--- config.mk ---
export PLATFORM = sky130hd
export DESIGN_NAME = prefix_adder
export DESIGN_NICKNAME = d
export VERILOG_FILES = /design/src/rtl/prefix_adder_pkg.sv /design/src/rtl/prefix_adder_cell.sv /design/src/rtl/prefix_adder.sv
export SDC_FILE = /design/constraint.sdc
export NUM_CORES = 1
export LEC_CHECK = 0
export CAP_MARGIN = 10
export CORE_MARGIN = 2
export CORE_UTILIZATION = 38
export CTS_CLUSTER_SIZE = 20
export DETAILED_ROUTE_END_ITERATION = 8
export PLACE_DENSITY = 0.84
export SKIP_LAST_GASP = 1
export SLEW_MARGIN = 15
export SYNTH_ARGS = -nofsm -noshare
export SYNTH_HDL_FRONTEND = slang
export SYNTH_SLANG_ARGS = --single-unit
--- constraint.sdc ---
create_clock -name clk -period 0.8 [get_ports clk]
set_input_delay 0.12 -clock clk [delete_from_list [all_inputs] [get_ports clk]]
set_output_delay 0.12 -clock clk [all_outputs]
set_load 0.01 [all_outputs]
--- src/rtl/prefix_adder_pkg.sv ---
// Shared constants for the Kogge-Stone prefix adder: default operand width
// and the prefix level count.
package prefix_adder_pkg;

    localparam int DEFAULT_WIDTH = 8;

    // Smallest n with 2**n >= w, i.e. the number of prefix levels.
    function automatic int prefix_levels(input int w);
        int r;
        r = 0;
        for (int i = 30; i >= 0; i--) begin
            if ((1 << i) >= w) r = i;
        end
        return r;
    endfunction

endpackage

--- src/rtl/prefix_adder_cell.sv ---
// Kogge-Stone prefix operator. A black cell produces group generate and propagate.
// A gray cell produces group generate only, and drives P to 0.
module prefix_cell #(
    parameter bit BLACK = 1'b1
) (
    input  logic G_hi,
    input  logic P_hi,
    input  logic G_lo,
    input  logic P_lo,
    output logic G,
    output logic P
);

    assign G = G_hi | (P_hi & G_lo);

    generate
        if (BLACK) begin : g_black
            assign P = P_hi & P_lo;
        end else begin : g_gray
            logic unused_p_lo;
            assign unused_p_lo = P_lo;
            assign P = 1'b0;
        end
    endgenerate

endmodule

--- src/rtl/prefix_adder.sv ---
// Registered WIDTH-bit unsigned Kogge-Stone adder. The result is WIDTH+1 bits with the carry in the MSB.
// Latency is one cycle, and an asynchronous active-low reset clears the output register.
module prefix_adder
    import prefix_adder_pkg::*;
#(
    parameter int WIDTH = DEFAULT_WIDTH
) (
    input  logic             clk,
    input  logic             reset,
    input  logic [WIDTH-1:0] i0,
    input  logic [WIDTH-1:0] i1,
    output logic [WIDTH:0]   o
);

    localparam int LEVELS = prefix_levels(WIDTH);

    logic [WIDTH-1:0] g0, p0;
    logic [WIDTH-1:0] g_fin;
    logic [WIDTH:0]   carry;
    logic [WIDTH:0]   sum_d, sum_q;

    assign g0 = i0 & i1;
    assign p0 = i0 ^ i1;

    // Level lvl has span 2**(lvl-1). A cell is gray when its low operand already
    // reaches bit 0, because that group's propagate is never consumed without a carry-in.
    genvar lvl, k;
    generate
        for (lvl = LEVELS; lvl > 0; lvl = lvl - 1) begin : g_lvl
            localparam int D = 1 << (lvl - 1);
            logic [WIDTH-1:0] g_prev, p_prev, g_n, p_n;
            logic unused_p_n;

            if (lvl == 1) begin : g_src0
                assign g_prev = g0;
                assign p_prev = p0;
            end else begin : g_srcn
                assign g_prev = g_lvl[lvl-1].g_n;
                assign p_prev = g_lvl[lvl-1].p_n;
            end

            for (k = WIDTH; k > 0; k = k - 1) begin : g_bit
                localparam int B = k - 1;
                if (B >= D) begin : g_cell
                    prefix_cell #(
                        .BLACK(B >= 2 * D)
                    ) u_cell (
                        .G_hi(g_prev[B]),
                        .P_hi(p_prev[B]),
                        .G_lo(g_prev[B-D]),
                        .P_lo(p_prev[B-D]),
                        .G   (g_n[B]),
                        .P   (p_n[B])
                    );
                end else begin : g_pass
                    assign g_n[B] = g_prev[B];
                    assign p_n[B] = p_prev[B];
                end
            end

            assign unused_p_n = ^p_n;
        end
    endgenerate

    assign g_fin = g_lvl[LEVELS].g_n;

    // Carry into bit k is the group generate of bits 0..k-1. There is no carry-in.
    assign carry = {g_fin, 1'b0};
    assign sum_d = {carry[WIDTH], p0 ^ carry[WIDTH-1:0]};

    always_ff @(posedge clk or negedge reset) begin
        if (!reset) begin
            sum_q <= '0;
        end else begin
            sum_q <= sum_d;
        end
    end

    assign o = sum_q;

endmodule

# After elaboration in Yosys (flattened, before gate mapping)

Cells that the tools add are included.
W data, S select, Z words.

Input bits: 18
Register bits: 9
Output and inout bits: 9
Word-level logic and storage cells: 48

Bitwise gates (word level): 47

Operators with widths:

| cell          | number |
|---|---|
| $and A1 B1 Y1 | 27 |
| $or A1 B1 Y1  | 17 |
| $xor A8 B8 Y8 | 2 |
| $and A8 B8 Y8 | 1 |

# Longest topological paths before layout

Gate-level depths: netlist (run 1).

Depth in word-level cells: 7
Gate-level depth with buffers: 8
Depth with buffers taken out: 8

# Modules after synthesis

A second synthesis (run 1) with hierarchy kept.

Cells, all modules: 65
Area, all modules: 668.1 um^2

By module, submodules not included:

| module                                            | area each (um^2) | instances | cells an instance | sequential area each (um^2) |
|---|---|---|---|---|
| prefix_adder                                      | 386.6            | 1         | 24                | 225.2 |
| prefix_cell (g_lvl[1].g_bit[3].g_cell.u_cell ...) | 15.0             | 10        | 2                 | 0.0 |
| prefix_cell (g_lvl[1].g_bit[2].g_cell.u_cell ...) | 18.8             | 7         | 3                 | 0.0 |

# Least setup slack after synthesis (run 1)

OpenSTA, ideal clock, no wires.

Path kind: in2reg
Start point: input port i0[0]
End point: register sum_q[6] (netlist: o[6])
Arrival time: 1.255 ns
Required time: 0.677 ns
Slack: -0.579 ns
Path buffers: 0
Setup time: 0.123 ns
Cell stages on the path: 8
Cell sequence: ha_1 -> inv_1 -> fa_1 -> nor2b_4 -> o21ai_2 -> a21oi_2 -> a211oi_2 -> xnor2_1

Longest elaborated chain between the ends: 6

Ends and longest elaborated chain:

| element              | line                    | text |
|---|---|---|
| from (decl)          | prefix_adder.sv:10      | `input logic [WIDTH-1:0] i0,` |
| $and A8 B8 Y8        | prefix_adder.sv:22      | `assign g0 = i0 & i1;` |
| $and A1 B1 Y1        | prefix_adder_cell.sv:14 | `assign G = G_hi \| (P_hi & G_lo);` |
| $or A1 B1 Y1         | prefix_adder_cell.sv:14 |  |
| $and A1 B1 Y1        | prefix_adder_cell.sv:14 |  |
| $or A1 B1 Y1         | prefix_adder_cell.sv:14 |  |
| $xor A8 B8 Y8        | prefix_adder.sv:69      | `assign sum_d = {carry[WIDTH], p0 ^ carry[WIDTH-1:0]};` |
| named net sum_d[6]   | prefix_adder.sv:20      | `logic [WIDTH:0] sum_d, sum_q;` |
| to (signal assigned) | prefix_adder.sv:75      | `sum_q <= sum_d;` |
| to (decl)            | prefix_adder.sv:20      |  |

The timed path passes the listed nets, and every way through them passes these cells.

# Worst setup path after layout (run 1)

Start point: input port i1[0]
End point: register sum_q[6] (netlist: o[6])

Longest elaborated chain between the ends: 6

Ends and longest elaborated chain:

| element            | line                    | text |
|---|---|---|
| from (decl)        | prefix_adder.sv:11      | `input logic [WIDTH-1:0] i1,` |
| $and A8 B8 Y8      | prefix_adder.sv:22      |  |
| $and A1 B1 Y1      | prefix_adder_cell.sv:14 |  |
| $or A1 B1 Y1       | prefix_adder_cell.sv:14 |  |
| $and A1 B1 Y1      | prefix_adder_cell.sv:14 |  |
| $or A1 B1 Y1       | prefix_adder_cell.sv:14 |  |
| $xor A8 B8 Y8      | prefix_adder.sv:69      |  |
| named net sum_d[6] | prefix_adder.sv:20      |  |

The timed path passes the listed nets, and every way through them passes these cells.

==> flow_metrics.env, run 1 <==
export IMPL_status="finished, violations left"
export IMPL_violations="negative setup slack"
export IMPL_dieWidth_microns=42.2
export IMPL_num_antenna_cells=0
export IMPL_cts_sinks=9
export IMPL_clock_fmax_mhz=866
export IMPL_syn_area_sq_um=554
export IMPL_num_vias=510
export IMPL_yosysWarningCount=0
export IMPL_antenna_found_initial=0
export IMPL_ir_drop_mv=0.609
export IMPL_cp_max_fo=2
export IMPL_cp_slowest_stage_delay_ns=0.36
export IMPL_numCtsBuffers=3
export IMPL_maxCapViolCount=0
export IMPL_port_buffers=26
export IMPL_critPathKind="input pin to register"
export IMPL_cp_slowest_cell="fa_2"
export IMPL_total_power_mw=1.51
export IMPL_cts_root_buf="clkbuf_4"
export IMPL_fp_dieH_microns=42.2
export IMPL_avgSynthCellArea_sq_um=11.1
export IMPL_postCtsHoldBufs=0
export IMPL_cp_end_kind="register"
export IMPL_drive_gt1_frac=0.560
export IMPL_crit_family="adder cells"
export IMPL_fin_ws_ns=-0.355
export IMPL_drt_wl_total_microns=1370
export IMPL_routedWlPerCell_microns=12.9
export IMPL_relSlewSlack=0.827
export IMPL_cp_num_buf_inv=2
export IMPL_worst_setup_path_start_kind="input pin"
export IMPL_grt_pass1_vias=552
export IMPL_finalHoldViolations=0
export IMPL_ant_nets=0
export IMPL_crit_chain="buf_6 -> ha_4 -> inv_2 -> fa_2 -> nor2b_4 -> o21ai_2 -> a21oi_2 -> a211oi_2 -> xnor2_1"
export IMPL_period_share=1.44
export IMPL_synth_cell_type_count=21
export IMPL_crit_arrival_ns=1.30
export IMPL_postSynthCellCount=50
export IMPL_post_route_cell_area_sq_um=990
export IMPL_ios=27
export IMPL_cts_tree="yes"
export IMPL_synth_seq_cells=9
export IMPL_p_per_area_nw_per_um2=1520
export IMPL_tns_ns=-2.01
export IMPL_leakage_nw=0.458
export IMPL_worst_slew_pin_slew_ns=0.260
export IMPL_hp_start="i0[0]"
export IMPL_htreeDepth=1
export IMPL_final_util=0.742
export IMPL_start_util=0.416
export IMPL_rsz0062_at_grt="true"
export IMPL_placed_area_sq_um=913
export IMPL_yosysSeqAreaShare=0.406
export IMPL_clk_pin_slew_ns=0.06
export IMPL_hp_class="input pin to register"
export IMPL_num_rows=13
export IMPL_track_usage=0.180
export IMPL_cp_required_ns=0.94
export IMPL_firstDrtPassIters=4
export IMPL_grt_max_degree=10
export IMPL_grt_overflow=0
export IMPL_post_route_min_period_ns=1.15
export IMPL_place_hpwl_microns=962
export IMPL_fin_nets=119
export IMPL_synth_top_area_cell="dfrtp_1"
export IMPL_synth_top_area_share=0.406
export IMPL_syn_to_final_growth_pct=78.6
export IMPL_setup_viol=15
export IMPL_drc=0
export IMPL_synthTopCellsByArea="dfrtp_1 41%, ha_1 18%, xnor2_1 7.9%, inv_1 4.1%, fa_1 3.6%"
export IMPL_slew_violations=0
export IMPL_core_area_sq_um=1330
export IMPL_synth_net_count=77
export IMPL_drtIter0Drc=6
export IMPL_grt_pass1_wl_microns=2370
export IMPL_critPathLaunch="i1[0]"
export IMPL_gp_congestion=0.767
export IMPL_via_per_inst=4.81
export IMPL_largest_reg_flops=9
export IMPL_fin_hold_ws_ns=0.0721
export IMPL_die_area_sq_um=1780
export IMPL_clk_path_buf_depth=2
==> routing by layer <==
| metal | up-vias | global-route usage | part of all wire |
|---|---|---|---|
| li1 | 253 | - | - |
| met1 | 234 | 0.190 | 0.38 |
| met2 | 19 | 0.320 | 0.52 |
| met3 | 4 | 0.0517 | 0.069 |
| met4 | 0 | 0.0938 | 0.023 |
| met5 | - | 0 | 0 |
==> report_power, final <==
part / switching [mW] / total, mW / internal [mW]
Clock: 0.151 / 0.343 / 0.192
Sequential: 0.0168 / 0.554 / 0.537
Combinational: 0.278 / 0.612 / 0.334
Total: 0.446 / 1.51 / 1.06
==> cell type report <==
class / instances / area, sq um
multi-input combinational: 35 / 423
fill: 88 / 344
timing repair buffer: 37 / 274
sequential: 9 / 225
clock buffer: 4 / 26.3
inverter: 6 / 22.5
tap: 15 / 18.8
==> timing repair <==
action,CTS,global route
setup endpoints to repair,17,16
pin swaps,23,6
gates resized for setup,89,2
buffers inserted,4,0
==> cells in the mapped netlist, drive strengths merged <==
cell type / instances
ha: 8
a211oi: 2
xor2: 1
a21boi: 1
a21oi: 4
o21a: 1
inv: 6
nor2: 2
or3: 2
nand2: 2
nand3b: 1
xnor2: 5
o21ai: 2
nor2b: 2
dfrtp: 9
fa: 1
o22ai: 1
==> final timing paths <==
check,end,depth (start not counted),slack (ns)
worst max-delay path,o[6],9,-0.35
worst min-delay path,o[0],2,0.07
max in group asynchronous,o[7],2,0.53
min in group asynchronous,o[0],2,0.14
==> cell usage in the layout, fill, tap and decap left out, types with 2 or more instances in the layout <==
master / count
buf_2: 12
buf_4: 12
dfrtp_1: 9
dlygate4sd2_1: 7
ha_4: 5
xnor2_1: 4
inv_2: 3
inv_1: 3
ha_2: 3
clkbuf_4: 3
a211oi_2: 2
a21oi_1: 2
nor2_1: 2
or3_1: 2
buf_6: 2
clkdlybuf4s15_1: 2
clkdlybuf4s50_1: 2
==> stage by stage <==
stage               instances  worst slack, ns
floorplan                  50           -0.460
global placement           98            -1.02
detailed placement         98            -1.05
CTS                       106           -0.360
global route              106           -0.412
finish                    106           -0.355
==> logic make-up (layout without fill, tap and decap cells) <==
kind of cell             Yosys count  after routing  synth area share
AO/OA/AOI/OAI                     11             11             0.142
AND/OR/NAND/NOR                    9              9            0.0993
buffers and inverters              6             47            0.0406
XOR/XNOR                           6              6            0.0948
flip-flops                         9              9             0.406
adder cells (fa/ha/maj)            9              9             0.217
(Power assumes the default switching activity.)
==> run 2: changes to the inputs <==
--- a/config.mk
+++ b/config.mk
@@ -5,14 +5,14 @@
 export SDC_FILE = /design/constraint.sdc
 export NUM_CORES = 1
 export LEC_CHECK = 0
-export CAP_MARGIN = 10
+export CAP_MARGIN = 25
 export CORE_MARGIN = 2
-export CORE_UTILIZATION = 38
+export CORE_UTILIZATION = 40
 export CTS_CLUSTER_SIZE = 20
 export DETAILED_ROUTE_END_ITERATION = 8
-export PLACE_DENSITY = 0.84
+export PLACE_DENSITY = 0.83
 export SKIP_LAST_GASP = 1
-export SLEW_MARGIN = 15
 export SYNTH_ARGS = -nofsm -noshare
 export SYNTH_HDL_FRONTEND = slang
+export SYNTH_HIERARCHICAL = 1
 export SYNTH_SLANG_ARGS = --single-unit
==> flow_metrics.env, run 2 <==
export IMPL_num_antenna_cells=0
export IMPL_grt_overflow=0
export IMPL_clk_path_buf_depth=2
export IMPL_drive_gt1_frac=0.629
export IMPL_cts_root_buf="clkbuf_4"
export IMPL_ir_drop_mv=0.738
export IMPL_fp_dieH_microns=42.4
export IMPL_critPathKind="input pin to register"
export IMPL_seqPwrFrac=0.351
export IMPL_violations="negative setup slack"
export IMPL_ant_nets=0
export IMPL_worst_setup_path_start_kind="input pin"
export IMPL_place_hpwl_microns=1160
export IMPL_fin_ws_ns=-0.164
export IMPL_num_rows=13
export IMPL_htreeDepth=1
export IMPL_cp_num_buf_inv=1
export IMPL_maxCapViolCount=0
export IMPL_synth_net_count=77
export IMPL_tns_ns=-1.29
export IMPL_layout_common_cells="17 x a21o_1, 16 x buf_2, 14 x buf_4, 9 x and2_4, 9 x dfrtp_1"
export IMPL_post_route_min_period_ns=0.964
export IMPL_gp_congestion=0.824
export IMPL_hold_path_depth=2
export IMPL_cp_common_cell="a21o_1"
export IMPL_syn_area_sq_um=589
export IMPL_hp_start="i0[0]"
export IMPL_postSynthCellCount=51
export IMPL_port_buffers=26
export IMPL_drt_wl_total_microns=1430
export IMPL_grt_max_degree=10
export IMPL_crit_arrival_ns=1.10
export IMPL_track_usage=0.175
export IMPL_postCtsHoldBufs=0
export IMPL_combPwrFrac=0.441
export IMPL_setup_viol=15
export IMPL_slew_violations=0
export IMPL_avgSynthCellArea_sq_um=11.6
export IMPL_pre_cts_ws_ns=-0.848
export IMPL_num_vias=549
export IMPL_fillers=95
export IMPL_clock_fmax_mhz=1040
export IMPL_finalHoldViolations=0
export IMPL_cts_tree="yes"
export IMPL_crit_chain="buf_2 -> ha_4 -> a21o_1 -> a21o_1 -> a21o_1 -> xor2_1"
export IMPL_cp_end_kind="register"
export IMPL_die_area_sq_um=1800
export IMPL_cts_sinks=9
export IMPL_numCtsBuffers=3
export IMPL_largest_reg_flops=9
export IMPL_cp_max_fo=4
export IMPL_cp_slowest_cell="ha_4"
export IMPL_switching_share=0.276
export IMPL_start_util=0.442
export IMPL_drtIter0Drc=3
export IMPL_dieWidth_microns=42.4
export IMPL_p_clk_frac=0.207
export IMPL_worst_slew_pin_slew_ns=0.147
export IMPL_drc=0
export IMPL_routedWlPerCell_microns=12.8
export IMPL_hold_end="o[0]"
export IMPL_leakage_nw=0.599
export IMPL_via_per_inst=4.90
export IMPL_antenna_found_initial=0
export IMPL_grt_pass1_wl_microns=2370
export IMPL_firstDrtPassIters=4
export IMPL_final_util=0.799
export IMPL_p_per_area_nw_per_um2=1480
export IMPL_post_route_cell_area_sq_um=1070
export IMPL_syn_to_final_growth_pct=80.9
export IMPL_clk_pin_slew_ns=0.05
export IMPL_rsz0062_at_grt="true"
export IMPL_core_area_sq_um=1330
export IMPL_placed_area_sq_um=1060
export IMPL_cp_required_ns=0.94
export IMPL_ios=27
export IMPL_crit_family="compound AO/OA/AOI/OAI gates"
export IMPL_internal_power_mw=1.14
export IMPL_hp_class="input pin to register"
export IMPL_critPathLaunch="i0[4]"
export IMPL_grt_pass1_vias=574
export IMPL_period_share=1.21
export IMPL_yosysWarningCount=6
export IMPL_status="finished, violations left"
export IMPL_relSlewSlack=0.902
export IMPL_cp_slowest_stage_delay_ns=0.25
export IMPL_final_common_cell="a21o_1"
export IMPL_p_sw_mw=0.437
export IMPL_fin_nets=124
==> run 2: final cells by class <==
class | instances | area [sq um] | share of cell area
clock buffers | 4 | 26.3 | 0.0246
multi-input cells | 42 | 475 | 0.446
flip-flops and latches | 9 | 225 | 0.211
well taps | 15 | 18.8 | 0.0176
repair buffers | 42 | 320 | 0.300
==> run 2: repair_timing <==
item,4_1_cts,5_1_grt
setup buffers,3,2
pin swaps,16,12
resized for setup,102,6
endpoints found under the setup margin,17,16
==> run 2: worst max-delay path by stage <==
stage | to | slack (ns) | depth (start not counted)
after floorplan | o[7] | -0.30 | 5
after global placement | o[7] | -0.82 | 6
after detailed placement | o[7] | -0.85 | 6
after global routing | o[7] | -0.19 | 6
after CTS | o[7] | -0.17 | 6
final | o[7] | -0.16 | 6
==> run 2: power by group through the flow <==
stage,combinational [mW],sequential [mW],clock (mW)
finish,0.697,0.555,0.328
global placement,0.726,0.565,0
detailed placement,0.748,0.570,0
floorplan,0.284,0.615,0
CTS,0.672,0.558,0.338
global route,0.751,0.566,0.369
==> run 2: metal layers <==
metal  track usage  vias to the layer above  wire, microns  share of wire
li1              -                      273              -              -
met1         0.191                      255            584           0.41
met2         0.314                       19            742           0.52
met3        0.0474                        2             93          0.065
met4        0.0750                        0             12         0.0084
met5             0                        -              0              0
==> run 2: stage by stage <==
stage / hold slack (ns) / power (mW) / instances
floorplan: -0.176 / 0.899 / 51
global placement: 0.454 / 1.29 / 103
detailed placement: 0.466 / 1.32 / 103
CTS: 0.106 / 1.57 / 110
global route: 0.0985 / 1.69 / 112
finish: 0.111 / 1.58 / 112
